**config.mk**
```make
export PLATFORM = sky130hd
export DESIGN_NAME = rdmem_copy
export DESIGN_NICKNAME = d
export VERILOG_FILES = /design/src/rtl/rdmem_pkg.sv /design/src/rtl/rdmem_copy.sv
export SDC_FILE = /design/constraint.sdc
export NUM_CORES = 1
export LEC_CHECK = 0
export BUFFER_PORTS_ARGS = -buffer_cell sky130_fd_sc_hd__buf_2
export CAP_MARGIN = 40
export CELL_PAD_IN_SITES_DETAIL_PLACEMENT = 1
export CELL_PAD_IN_SITES_GLOBAL_PLACEMENT = 2
export CORE_ASPECT_RATIO = 1.25
export CORE_MARGIN = 8
export CORE_UTILIZATION = 30
export DETAILED_ROUTE_END_ITERATION = 12
export PLACE_DENSITY_LB_ADDON = 0.1
export SETUP_SLACK_MARGIN = 0.4
export SYNTH_ARGS = -nofsm -noshare
export SYNTH_HDL_FRONTEND = slang
export SYNTH_SLANG_ARGS = --single-unit
export TNS_END_PERCENT = 10
```
**constraint.sdc**
```tcl
create_clock -name clk -period 3.75 [get_ports clk]
set_input_delay 0.75 -clock clk [delete_from_list [all_inputs] [get_ports clk]]
set_output_delay 0.75 -clock clk [all_outputs]
set_load 0.02 [all_outputs]
```
**src/rtl/rdmem_pkg.sv**
```systemverilog
// Shared definitions for the frame-copy engine: FSM state encoding and
// default geometry of the BCD frame path.
package rdmem_pkg;

    localparam int unsigned DW_DEF        = 18;
    localparam int unsigned AW_DEF        = 7;
    localparam int unsigned FRAME_LEN_DEF = 96;

    typedef enum logic [2:0] {
        IDLE,
        RD,
        RWAIT,
        WR,
        NEXT,
        WAIT_LOW
    } state_t;

endpackage

```
**src/rtl/rdmem_copy.sv**
```systemverilog
// Frame-copy engine: on valid, walks FRAME_LEN source words and rewrites the
// latched window [winLo..winHi] into the destination RAM at address + offset.
// Ports:
//   clk, nRST                 clock, async active-low reset
//   valid                     frame-ready level from upstream
//   iWinLo/iWinHi/iOffset     window bounds and write offset (latched at start)
//   iData                     source RAM read data
//   addrRD, rdVal             source read address / strobe
//   addrWR, oData, wrVal      destination write address / data / strobe
//   busy                      frame in progress
//   test                      frame done, held until valid low
//   oAbort                    one-cycle abort pulse
//   oWrap                     some write address wrapped in this frame
//   oWrCnt                    words written in current/last frame
module rdmem_copy
    import rdmem_pkg::*;
#(
    parameter int unsigned DW            = DW_DEF,
    parameter int unsigned AW            = AW_DEF,
    parameter int unsigned FRAME_LEN     = FRAME_LEN_DEF,
    parameter int unsigned RD_LAT        = 2,
    parameter int unsigned WR_HOLD       = 2,
    parameter bit          ABORT_ON_DROP = 1'b0
) (
    input  logic          clk,
    input  logic          nRST,
    input  logic          valid,
    input  logic [AW-1:0] iWinLo,
    input  logic [AW-1:0] iWinHi,
    input  logic [AW-1:0] iOffset,
    input  logic [DW-1:0] iData,
    output logic [AW-1:0] addrRD,
    output logic          rdVal,
    output logic [AW-1:0] addrWR,
    output logic [DW-1:0] oData,
    output logic          wrVal,
    output logic          busy,
    output logic          test,
    output logic          oAbort,
    output logic          oWrap,
    output logic [AW:0]   oWrCnt
);

    localparam int unsigned CW = AW + 1;
    localparam int unsigned LW = $clog2(RD_LAT + 1);
    localparam int unsigned HW = $clog2(WR_HOLD + 1);

    localparam logic [AW-1:0] CNT_LAST  = AW'(FRAME_LEN - 1);
    localparam logic [LW-1:0] LAT_LAST  = LW'(RD_LAT - 1);
    localparam logic [HW-1:0] HOLD_LAST = HW'(WR_HOLD - 1);

    state_t        state;
    logic [AW-1:0] cnt;
    logic [LW-1:0] lat;
    logic [HW-1:0] hold;
    logic [AW-1:0] win_lo, win_hi, win_off;
    logic [AW:0]   wr_sum;
    logic          in_win;
    logic          drop;

    // Carry bit of the unwrapped write address flags a wrap.
    assign wr_sum = {1'b0, cnt} + {1'b0, win_off};
    assign in_win = (cnt >= win_lo) && (cnt <= win_hi);
    assign drop   = ABORT_ON_DROP && !valid &&
                    (state inside {RD, RWAIT, WR, NEXT});

    // Copy FSM with registered outputs.
    always_ff @(posedge clk or negedge nRST) begin
        if (!nRST) begin
            state   <= IDLE;
            cnt     <= '0;
            lat     <= '0;
            hold    <= '0;
            win_lo  <= '0;
            win_hi  <= '0;
            win_off <= '0;
            addrRD  <= '0;
            rdVal   <= 1'b0;
            addrWR  <= '0;
            oData   <= '0;
            wrVal   <= 1'b0;
            busy    <= 1'b0;
            test    <= 1'b0;
            oAbort  <= 1'b0;
            oWrap   <= 1'b0;
            oWrCnt  <= '0;
        end else begin
            oAbort <= 1'b0;
            if (drop) begin
                rdVal  <= 1'b0;
                wrVal  <= 1'b0;
                busy   <= 1'b0;
                oAbort <= 1'b1;
                state  <= IDLE;
            end else begin
                case (state)
                    IDLE: begin
                        addrRD <= '0;
                        addrWR <= '0;
                        cnt    <= '0;
                        if (valid) begin
                            win_lo  <= iWinLo;
                            win_hi  <= iWinHi;
                            win_off <= iOffset;
                            oWrCnt  <= '0;
                            oWrap   <= 1'b0;
                            busy    <= 1'b1;
                            state   <= RD;
                        end
                    end
                    RD: begin
                        addrRD <= cnt;
                        rdVal  <= 1'b1;
                        lat    <= '0;
                        state  <= RWAIT;
                    end
                    // Data is captured straight into oData so the write strobe
                    // rises on the same edge the read strobe falls.
                    RWAIT: begin
                        if (lat == LAT_LAST) begin
                            rdVal <= 1'b0;
                            if (in_win) begin
                                addrWR <= wr_sum[AW-1:0];
                                oData  <= iData;
                                wrVal  <= 1'b1;
                                oWrCnt <= oWrCnt + CW'(1);
                                if (wr_sum[AW]) oWrap <= 1'b1;
                                hold   <= '0;
                                state  <= WR;
                            end else begin
                                state <= NEXT;
                            end
                        end else begin
                            lat <= lat + LW'(1);
                        end
                    end
                    WR: begin
                        if (hold == HOLD_LAST) begin
                            wrVal <= 1'b0;
                            state <= NEXT;
                        end else begin
                            hold <= hold + HW'(1);
                        end
                    end
                    NEXT: begin
                        if (cnt == CNT_LAST) begin
                            test  <= 1'b1;
                            busy  <= 1'b0;
                            state <= WAIT_LOW;
                        end else begin
                            cnt   <= cnt + AW'(1);
                            state <= RD;
                        end
                    end
                    WAIT_LOW: begin
                        if (!valid) begin
                            test  <= 1'b0;
                            state <= IDLE;
                        end
                    end
                    default: state <= IDLE;
                endcase
            end
        end
    end

endmodule

```
==> results of run 1 <==
[logic make-up (layout without fill, tap and decap cells)]
kind of cell / Yosys count / count (layout)
muxes: 20 / 20
adders and majority gates: 26 / 26
AOI/OAI and AO/OA: 98 / 98
xor gates and xnor gates: 5 / 5
other: 1 / 1
and+or+nand+nor: 128 / 128
DFF: 80 / 80
buffers and inverters: 44 / 133
[report_power, final]
part	switching (W)	leakage [nW]	total (W)	internal [W]
Sequential	0.000119	1.06	0.00119	0.00107
Combinational	0.000697	1.32	0.00112	0.000426
Clock	0.000356	0.145	0.000889	0.000533
Total	0.00117	2.52	0.00320	0.00203
[cell usage after synthesis, drive strengths merged, types with 7 or more instances]
cell     n
inv     27
a21oi   14
nand2   65
buf      7
nand3   17
clkbuf  10
o21ai   43
nor2    15
ha      25
mux2    18
a21o     8
dfrtp   80
[area by class of cell]
type	instances	area, um^2	area share [%]
Inverter	27	101	2.04
Clock buffer	11	243	4.88
Timing Repair Buffer	90	483	9.72
Multi-Input combinational cell	278	1870	37.7
Clock inverter	5	56.3	1.13
Sequential cell	80	2000	40.3
Tap cell	171	214	4.30
[sequential cells by signal (all words and copies together) (netlist names)]
name and cells:
oData 18, oWrCnt 8, addrRD 7, addrWR 7, cnt 7, win_hi 7, win_lo 7, win_off 7
state 3, hold 2, lat 2, busy 1, oWrap 1, rdVal 1, test 1, wrVal 1
[placed cells by master, fill, tap and decap left out, types with 5 or more instances in the layout]
master                      Yosys  final
sky130_fd_sc_hd__a21o_1         8      8
sky130_fd_sc_hd__a21oi_1       14     14
sky130_fd_sc_hd__a22o_1         6      6
sky130_fd_sc_hd__buf_2          3     85
sky130_fd_sc_hd__clkbuf_16      0      9
sky130_fd_sc_hd__dfrtp_1       80     80
sky130_fd_sc_hd__ha_1          25     25
sky130_fd_sc_hd__inv_1         27     27
sky130_fd_sc_hd__mux2_4        18     18
sky130_fd_sc_hd__nand2_1       65     65
sky130_fd_sc_hd__nand3_1       17     17
sky130_fd_sc_hd__nor2_1        14     13
sky130_fd_sc_hd__nor2b_1        5      5
sky130_fd_sc_hd__o21ai_0       43     43
sky130_fd_sc_hd__o31ai_1        6      6
sky130_fd_sc_hd__xnor2_1        5      5
[layer usage]
metal | share of wire [%] | GRT usage (%)
met2 | 49 | 22.8
met4 | 1.1 | 3.76
met1 | 45 | 16.1
met3 | 4.8 | 3.70
met5 | 0 | 0
[path summary, 6_finish.rpt]
kind                            slack (ns)                   from  cells after the start               endpoint
worst max register to register        1.15     cnt[4]$_DFFE_PN0P_                      7  oWrCnt[2]$_DFFE_PN0P_
max in group asynchronous             2.79                   nRST                      2  addrWR[3]$_DFFE_PN0P_
min in group clk                      0.47  addrRD[6]$_DFFE_PN0P_                      2  addrRD[6]$_DFFE_PN0P_
worst max-delay path                  1.15     cnt[4]$_DFFE_PN0P_                      7  oWrCnt[2]$_DFFE_PN0P_
worst min register to register        0.47  addrRD[6]$_DFFE_PN0P_                      2  addrRD[6]$_DFFE_PN0P_
worst min-delay path                  0.36                   nRST                      1   oData[3]$_DFFE_PN0P_
[worst max-delay path: stages, from the launching register on]
cell	delay [ns]
sky130_fd_sc_hd__dfrtp_1	0.47
sky130_fd_sc_hd__ha_1	0.35
sky130_fd_sc_hd__a211oi_1	0.24
sky130_fd_sc_hd__o21bai_1	0.11
sky130_fd_sc_hd__o22ai_1	0.31
sky130_fd_sc_hd__and4_4	0.65
sky130_fd_sc_hd__nor2_2	0.16
sky130_fd_sc_hd__o21a_1	0.21
[metrics by stage]
step           worst slack, ns  power, W  hold slack [ns]  utilization (%)  cell area, um^2
2_1_floorplan             1.44   0.00197            0.450                -             4070
3_3_place_gp              1.19   0.00232            0.461             35.1             4640
3_5_place_dp              1.13   0.00236            0.464             35.3             4670
4_1_cts                   1.12   0.00327            0.375             37.6             4970
5_1_grt                  0.945   0.00346            0.386             37.6             4970
6_report                  1.15   0.00320            0.357             37.6             4970
==> qor.tcl, run 1 <==
set qor(run_status) {complete, no violations}
set qor(non_filler_instance_count_after_layout) 662
set qor(synth_compound_area_share_pct) 15.0
set qor(criticalPathCategory) {flip-flop to flip-flop}
set qor(cts-buffers-inserted) 9
set qor(achievable_clock_frequency_mhz) 385
set qor(number_of_enable_flip_flop_cells_after_synthesis) 0
set qor(grt_antenna_before_repair) 0
set qor(via_per_inst) 4.81
set qor(synth_top_family_by_area) {compound AO/OA/AOI/OAI gates}
set qor(num-fill-cells) 1526
set qor(firstDrtPassIters) 5
set qor(timing.final.crit_period_ns) 2.60
set qor(drt_iter0_markers) 140
set qor(final.setup_skew_ns) 0.00800
set qor(maxSlewViolCount) 0
set qor(post_synth_num_cell_types) 46
set qor(grt_total_ovfl) 0
set qor(place.detailed.instances) 646
set qor(synth_fp_nets) 470
set qor(first_global_vias) 3503
set qor(crit_arrival_ns) 2.82
set qor(holdCritPathClass) {primary input to asynchronous set/reset pin}
set qor(floorplan.die_area_mm2) 0.0176
set qor(global_route_wire_length_before_repair_um) 18900
set qor(clock_path_buffers) 2
set qor(dp_hpwl_um) 8340
set qor(post_cts_setup_repair_buffer_count) 0
set qor(synthesis.instances) 402
set qor(clock_insertion_delay_worst_skew_ns) 0.34
set qor(power.density_cell_area_mw_per_mm2) 644
set qor(async_reset_ff_share_pct) 100
set qor(antenna-diode-count) 0
set qor(cp_max_fo) 32
set qor(setup_tns_ns) 0
set qor(layout-area-overhead-vs-synth_pct) 22.2
set qor(drt-wirelength-per-cell_um) 16.8
set qor(power.leakage_nw) 2.52
set qor(post-route-period-util_pct) 69.3
set qor(row_count) 47
set qor(max-vdd-ir-drop_v) 0.000258
set qor(cts_hold_buffers) 0
set qor(max_slew_margin_pct) 65.0
set qor(htreeDepth) 3
set qor(cts_sinks) 80
set qor(timing.critical_path.from_type) {flip-flop}
set qor(yosys.area_share.simple_pct) 14.5
set qor(routed_wire_length_um) 11100
set qor(synth_warnings) 0
set qor(gp_congestion) 0.762
set qor(max_cap_viol_count) 0
set qor(starting_density_of_the_core_pct) 30.7
set qor(timing.critical_path.to_type) {flip-flop}
set qor(hold_violations) 0
set qor(ctsRootBufferMaster) {sky130_fd_sc_hd__clkbuf_16}
set qor(worst-endpoint-required_ns) 3.98
set qor(die-height_um) 146
set qor(synth.top_cells.by_area) {sky130_fd_sc_hd__dfrtp_1 49%, sky130_fd_sc_hd__ha_1 7.7%, sky130_fd_sc_hd__mux2_4 6.6%}
set qor(drc) 0
set qor(synth_flop_type) {sky130_fd_sc_hd__dfrtp_1}
set qor(yosys.area_share.adder_pct) 8.18
set qor(netlist_area_mm2) 0.00407
set qor(rsz_0062_raised_after_global_routing) {false}
set qor(seq_area_frac_synth_pct) 49.2
set qor(io_pins) 88
set qor(finish.net_count) 554
set qor(largest_net_degree_at_the_start_of_global_routing) 50
set qor(synth.area.mux_share_pct) 7.14
set qor(ff_latch_count_synth) 80
set qor(floorplan.die.width_um) 120
set qor(slew_at_the_pin_closest_to_its_max_slew_limit_ns) 0.525
set qor(drtAntennaViolNets) 0
set qor(ctsResizeCount) 0
set qor(synthXorXnorAreaFrac_pct) 1.08
set qor(syn_area_per_cell_um2) 10.1
set qor(tritoncts) {built}
set qor(globalRouteTotalUtil_pct) 13.4
set qor(core_area_mm2) 0.0132
set qor(port_buffers) 86
set qor(layout-drive-gt1-share_pct) 26.1
set qor(top_area_cell_type_share_of_the_netlist_area_pct) 49.2
set qor(clk_pin_slew_worst_paths_ns) 0.06
set qor(netlist.top_cell.by_area) {sky130_fd_sc_hd__dfrtp_1}
set qor(setup_viol) 0
set qor(via_total_after_detailed_routing) 3183
(Power assumes the default switching activity.)
==> run 2: changes to the inputs <==
==> constraint.sdc (replaced) <==
create_clock -name clk -period 2.5 [get_ports clk]
set_input_delay 0.5 -clock clk [delete_from_list [all_inputs] [get_ports clk]]
set_output_delay 0.5 -clock clk [all_outputs]
set_load 0.02 [all_outputs]
==> run 2 against run 1 <==
Net effect:
- wire length increased by 4.7%
- sequential share of layout area decreased by 2.8 points
- final area increased by 7.9%
- cell count increased by 3.3%
- hold slack got worse by 0.19 ns
- setup slack got worse by 0.88 ns
- clock skew decreased by 0.0017 ns
- total power increased by 61%
- die area unchanged
- combinational power increased by 65%
- critical path type unchanged
- critical endpoint is now oWrCnt[4]$_DFFE_PN0P_
==> qor.tcl, run 2 (synthesis results as in run 1) <==
set qor(max_cap_viol_count) 0 ;# unchanged
set qor(cts-buffers-inserted) 9 ;# unchanged
set qor(rsz_0062_raised_after_global_routing) {true}
set qor(drt-wirelength-per-cell_um) 17.1 ;# +1.4%
set qor(port_buffers) 86 ;# unchanged
set qor(clk_pin_slew_worst_paths_ns) 0.06 ;# about the same
set qor(die-height_um) 146 ;# unchanged
set qor(timing.final.crit_period_ns) 2.22 ;# -0.374 ns
set qor(floorplan.die.width_um) 120 ;# unchanged
set qor(ctsRootBufferMaster) {sky130_fd_sc_hd__clkbuf_16}
set qor(core_area_mm2) 0.0132 ;# unchanged
set qor(grt_total_ovfl) 0 ;# unchanged
set qor(hold_violations) 0 ;# unchanged
set qor(global_route_wire_length_before_repair_um) 19000 ;# +0.40%
set qor(setup_viol) 0 ;# unchanged
set qor(setup_tns_ns) 0 ;# unchanged
set qor(highest_layer_used_for_signal_routing) {met4}
set qor(io_pins) 88 ;# unchanged
set qor(largest-register) {oData}
set qor(grt_antenna_before_repair) 0 ;# unchanged
set qor(floorplan.die_area_mm2) 0.0176 ;# unchanged
set qor(layout_top_registers) {oData: 18 flops, oWrCnt: 8 flops}
set qor(starting_density_of_the_core_pct) 30.7 ;# unchanged
set qor(gp_congestion) 0.794 ;# +4.2%
set qor(cts_sinks) 80 ;# unchanged
set qor(cts_hold_buffers) 0 ;# unchanged
set qor(layout.cells.most_common) {sky130_fd_sc_hd__buf_2}
set qor(cp_max_fo) 7 ;# -78%
set qor(route.met2.wl_um) 5820 ;# +5.9%
set qor(via_total_after_detailed_routing) 3338 ;# +4.9%
set qor(slew_at_the_pin_closest_to_its_max_slew_limit_ns) 0.609 ;# +0.0841 ns
set qor(worst_slack_ns) 0.276 ;# -0.876 ns
set qor(route.layer.met1.wl_um) 5010 ;# +0.62%
set qor(via_per_inst) 4.88 ;# +1.5%
set qor(antenna-diode-count) 0 ;# unchanged
set qor(layout-area-overhead-vs-synth_pct) 31.9
set qor(timing.critical_path.from_type) {flip-flop}
set qor(pre_cts_ws_ns) 0.121 ;# -1.01 ns
set qor(routed_wire_length_um) 11700 ;# +4.7%
set qor(criticalPathCategory) {flip-flop to flip-flop}
set qor(met3_wl_um) 576 ;# +7.9%
set qor(power.density_cell_area_mw_per_mm2) 964 ;# +50%
set qor(drtAntennaViolNets) 0 ;# unchanged
set qor(holdCritPathClass) {primary input to asynchronous set/reset pin}
set qor(finish.net_count) 577 ;# +4.2%
set qor(max-vdd-ir-drop_v) 0.000305 ;# +18%
set qor(clock_insertion_delay_worst_skew_ns) 0.34 ;# about the same
set qor(run_status) {complete, no violations}
set qor(tritoncts) {built}
set qor(dp_hpwl_um) 8830 ;# +5.9%
set qor(post-route-period-util_pct) 89.0 ;# +20 points
set qor(first_global_vias) 3540 ;# +1.1%
set qor(firstDrtPassIters) 4 ;# -1
set qor(row_count) 47 ;# unchanged
set qor(achievable_clock_frequency_mhz) 450 ;# +17%
set qor(num-fill-cells) 1520 ;# -0.39%
set qor(clock_path_buffers) 2 ;# unchanged
set qor(final.setup_skew_ns) 0.00630 ;# -0.00170 ns
set qor(layout-drive-gt1-share_pct) 33.1 ;# +7.1 points
set qor(drt_iter0_markers) 108 ;# -23%
set qor(crit_arrival_ns) 2.45 ;# -0.37 ns
set qor(layout_common_cells) {85 x sky130_fd_sc_hd__buf_2, 75 x sky130_fd_sc_hd__dfrtp_1, 65 x sky130_fd_sc_hd__nand2_1}
set qor(htreeDepth) 3 ;# unchanged
set qor(globalRouteTotalUtil_pct) 13.7 ;# +0.33 points
set qor(largest_net_degree_at_the_start_of_global_routing) 47 ;# -6.0%
set qor(maxSlewViolCount) 0 ;# unchanged
set qor(drc) 0 ;# unchanged
set qor(max_slew_margin_pct) 59.4 ;# -5.6 points
set qor(largest_register_ffs) 18 ;# unchanged
set qor(timing.critical_path.to_type) {flip-flop}
set qor(worst-endpoint-required_ns) 2.72 ;# -1.26 ns
set qor(power.leakage_nw) 2.66 ;# +5.5%
[run 2: cell count changes in the layout (fill, tap and decap cells not counted), moves of 5 or more]
cell                      delta
sky130_fd_sc_hd__buf_4      +17
sky130_fd_sc_hd__ha_1        -8
sky130_fd_sc_hd__ha_4        +6
sky130_fd_sc_hd__dfrtp_1     -5
sky130_fd_sc_hd__dfrtp_2     +5
[run 2: worst max-delay path, stage by stage (launching register included)]
cell                      delay [ns]
sky130_fd_sc_hd__dfrtp_2        0.45
sky130_fd_sc_hd__ha_4           0.23
sky130_fd_sc_hd__and3_1         0.19
sky130_fd_sc_hd__a221o_1        0.29
sky130_fd_sc_hd__a31o_1         0.22
sky130_fd_sc_hd__and4_4         0.25
sky130_fd_sc_hd__buf_12         0.16
sky130_fd_sc_hd__and2_1         0.13
sky130_fd_sc_hd__o22a_1         0.19
[run 2: layout make-up]
cell class / count / area [um^2] / area share [%]
Sequential cell: 80 / 2010 / 37.4
Multi-Input combinational cell: 278 / 1980 / 36.9
Timing Repair Buffer: 113 / 724 / 13.5
Clock buffer: 12 / 246 / 4.60
Tap cell: 171 / 214 / 3.99
Inverter: 27 / 101 / 1.89
Clock inverter: 3 / 90.1 / 1.68
[run 2: power breakdown]
part / switching (W) / internal [W] / total [W]
clock: 0.000516 / 0.000998 / 0.00151
combinational: 0.00108 / 0.000768 / 0.00185
sequential: 0.000191 / 0.00161 / 0.00180
[run 2: final timing paths]
kind | startpoint | end | slack, ns | cells after the start
worst max register to register | cnt[4]$_DFFE_PN0P_ | oWrCnt[4]$_DFFE_PN0P_ | 0.28 | 8
min in group clk | iOffset[5] | win_off[5]$_DFFE_PN0P_ | 0.35 | 3
worst max-delay path | cnt[4]$_DFFE_PN0P_ | oWrCnt[4]$_DFFE_PN0P_ | 0.28 | 8
worst min register to register | addrWR[6]$_DFFE_PN0P_ | addrWR[6]$_DFFE_PN0P_ | 0.47 | 1
worst min-delay path | nRST | oData[4]$_DFFE_PN0P_ | 0.16 | 1
max in group asynchronous | nRST | cnt[6]$_DFFE_PN0P_ | 1.63 | 2
[run 2: stage by stage]
| step | cells | util (%) | power (W) | cell area, um^2 | hold slack [ns] |
|---|---|---|---|---|---|
| after floorplan | 402 | - | 0.00295 | 4070 | 0.204 |
| after global placement | 659 | 36.3 | 0.00354 | 4800 | 0.462 |
| after detailed placement | 659 | 36.3 | 0.00357 | 4800 | 0.466 |
| after CTS | 675 | 39.1 | 0.00515 | 5170 | 0.186 |
| after global routing | 684 | 40.5 | 0.00559 | 5360 | 0.215 |
| final | 684 | 40.5 | 0.00517 | 5360 | 0.165 |
[run 2: layer usage]
metal | global-route usage (%) | vias up
li1 | - | 1613
met1 | 16.1 | 1634
met2 | 23.2 | 76
met3 | 3.32 | 15
met4 | 6.01 | 0
met5 | 0 | -
[run 2: timing repair]
item / CTS / global route
resized for setup: 5 / 23
gates cloned: 0 / 2
setup buffers: 1 / 7
pin swaps: 2 / 8
endpoints found under the setup margin: 34 / 40
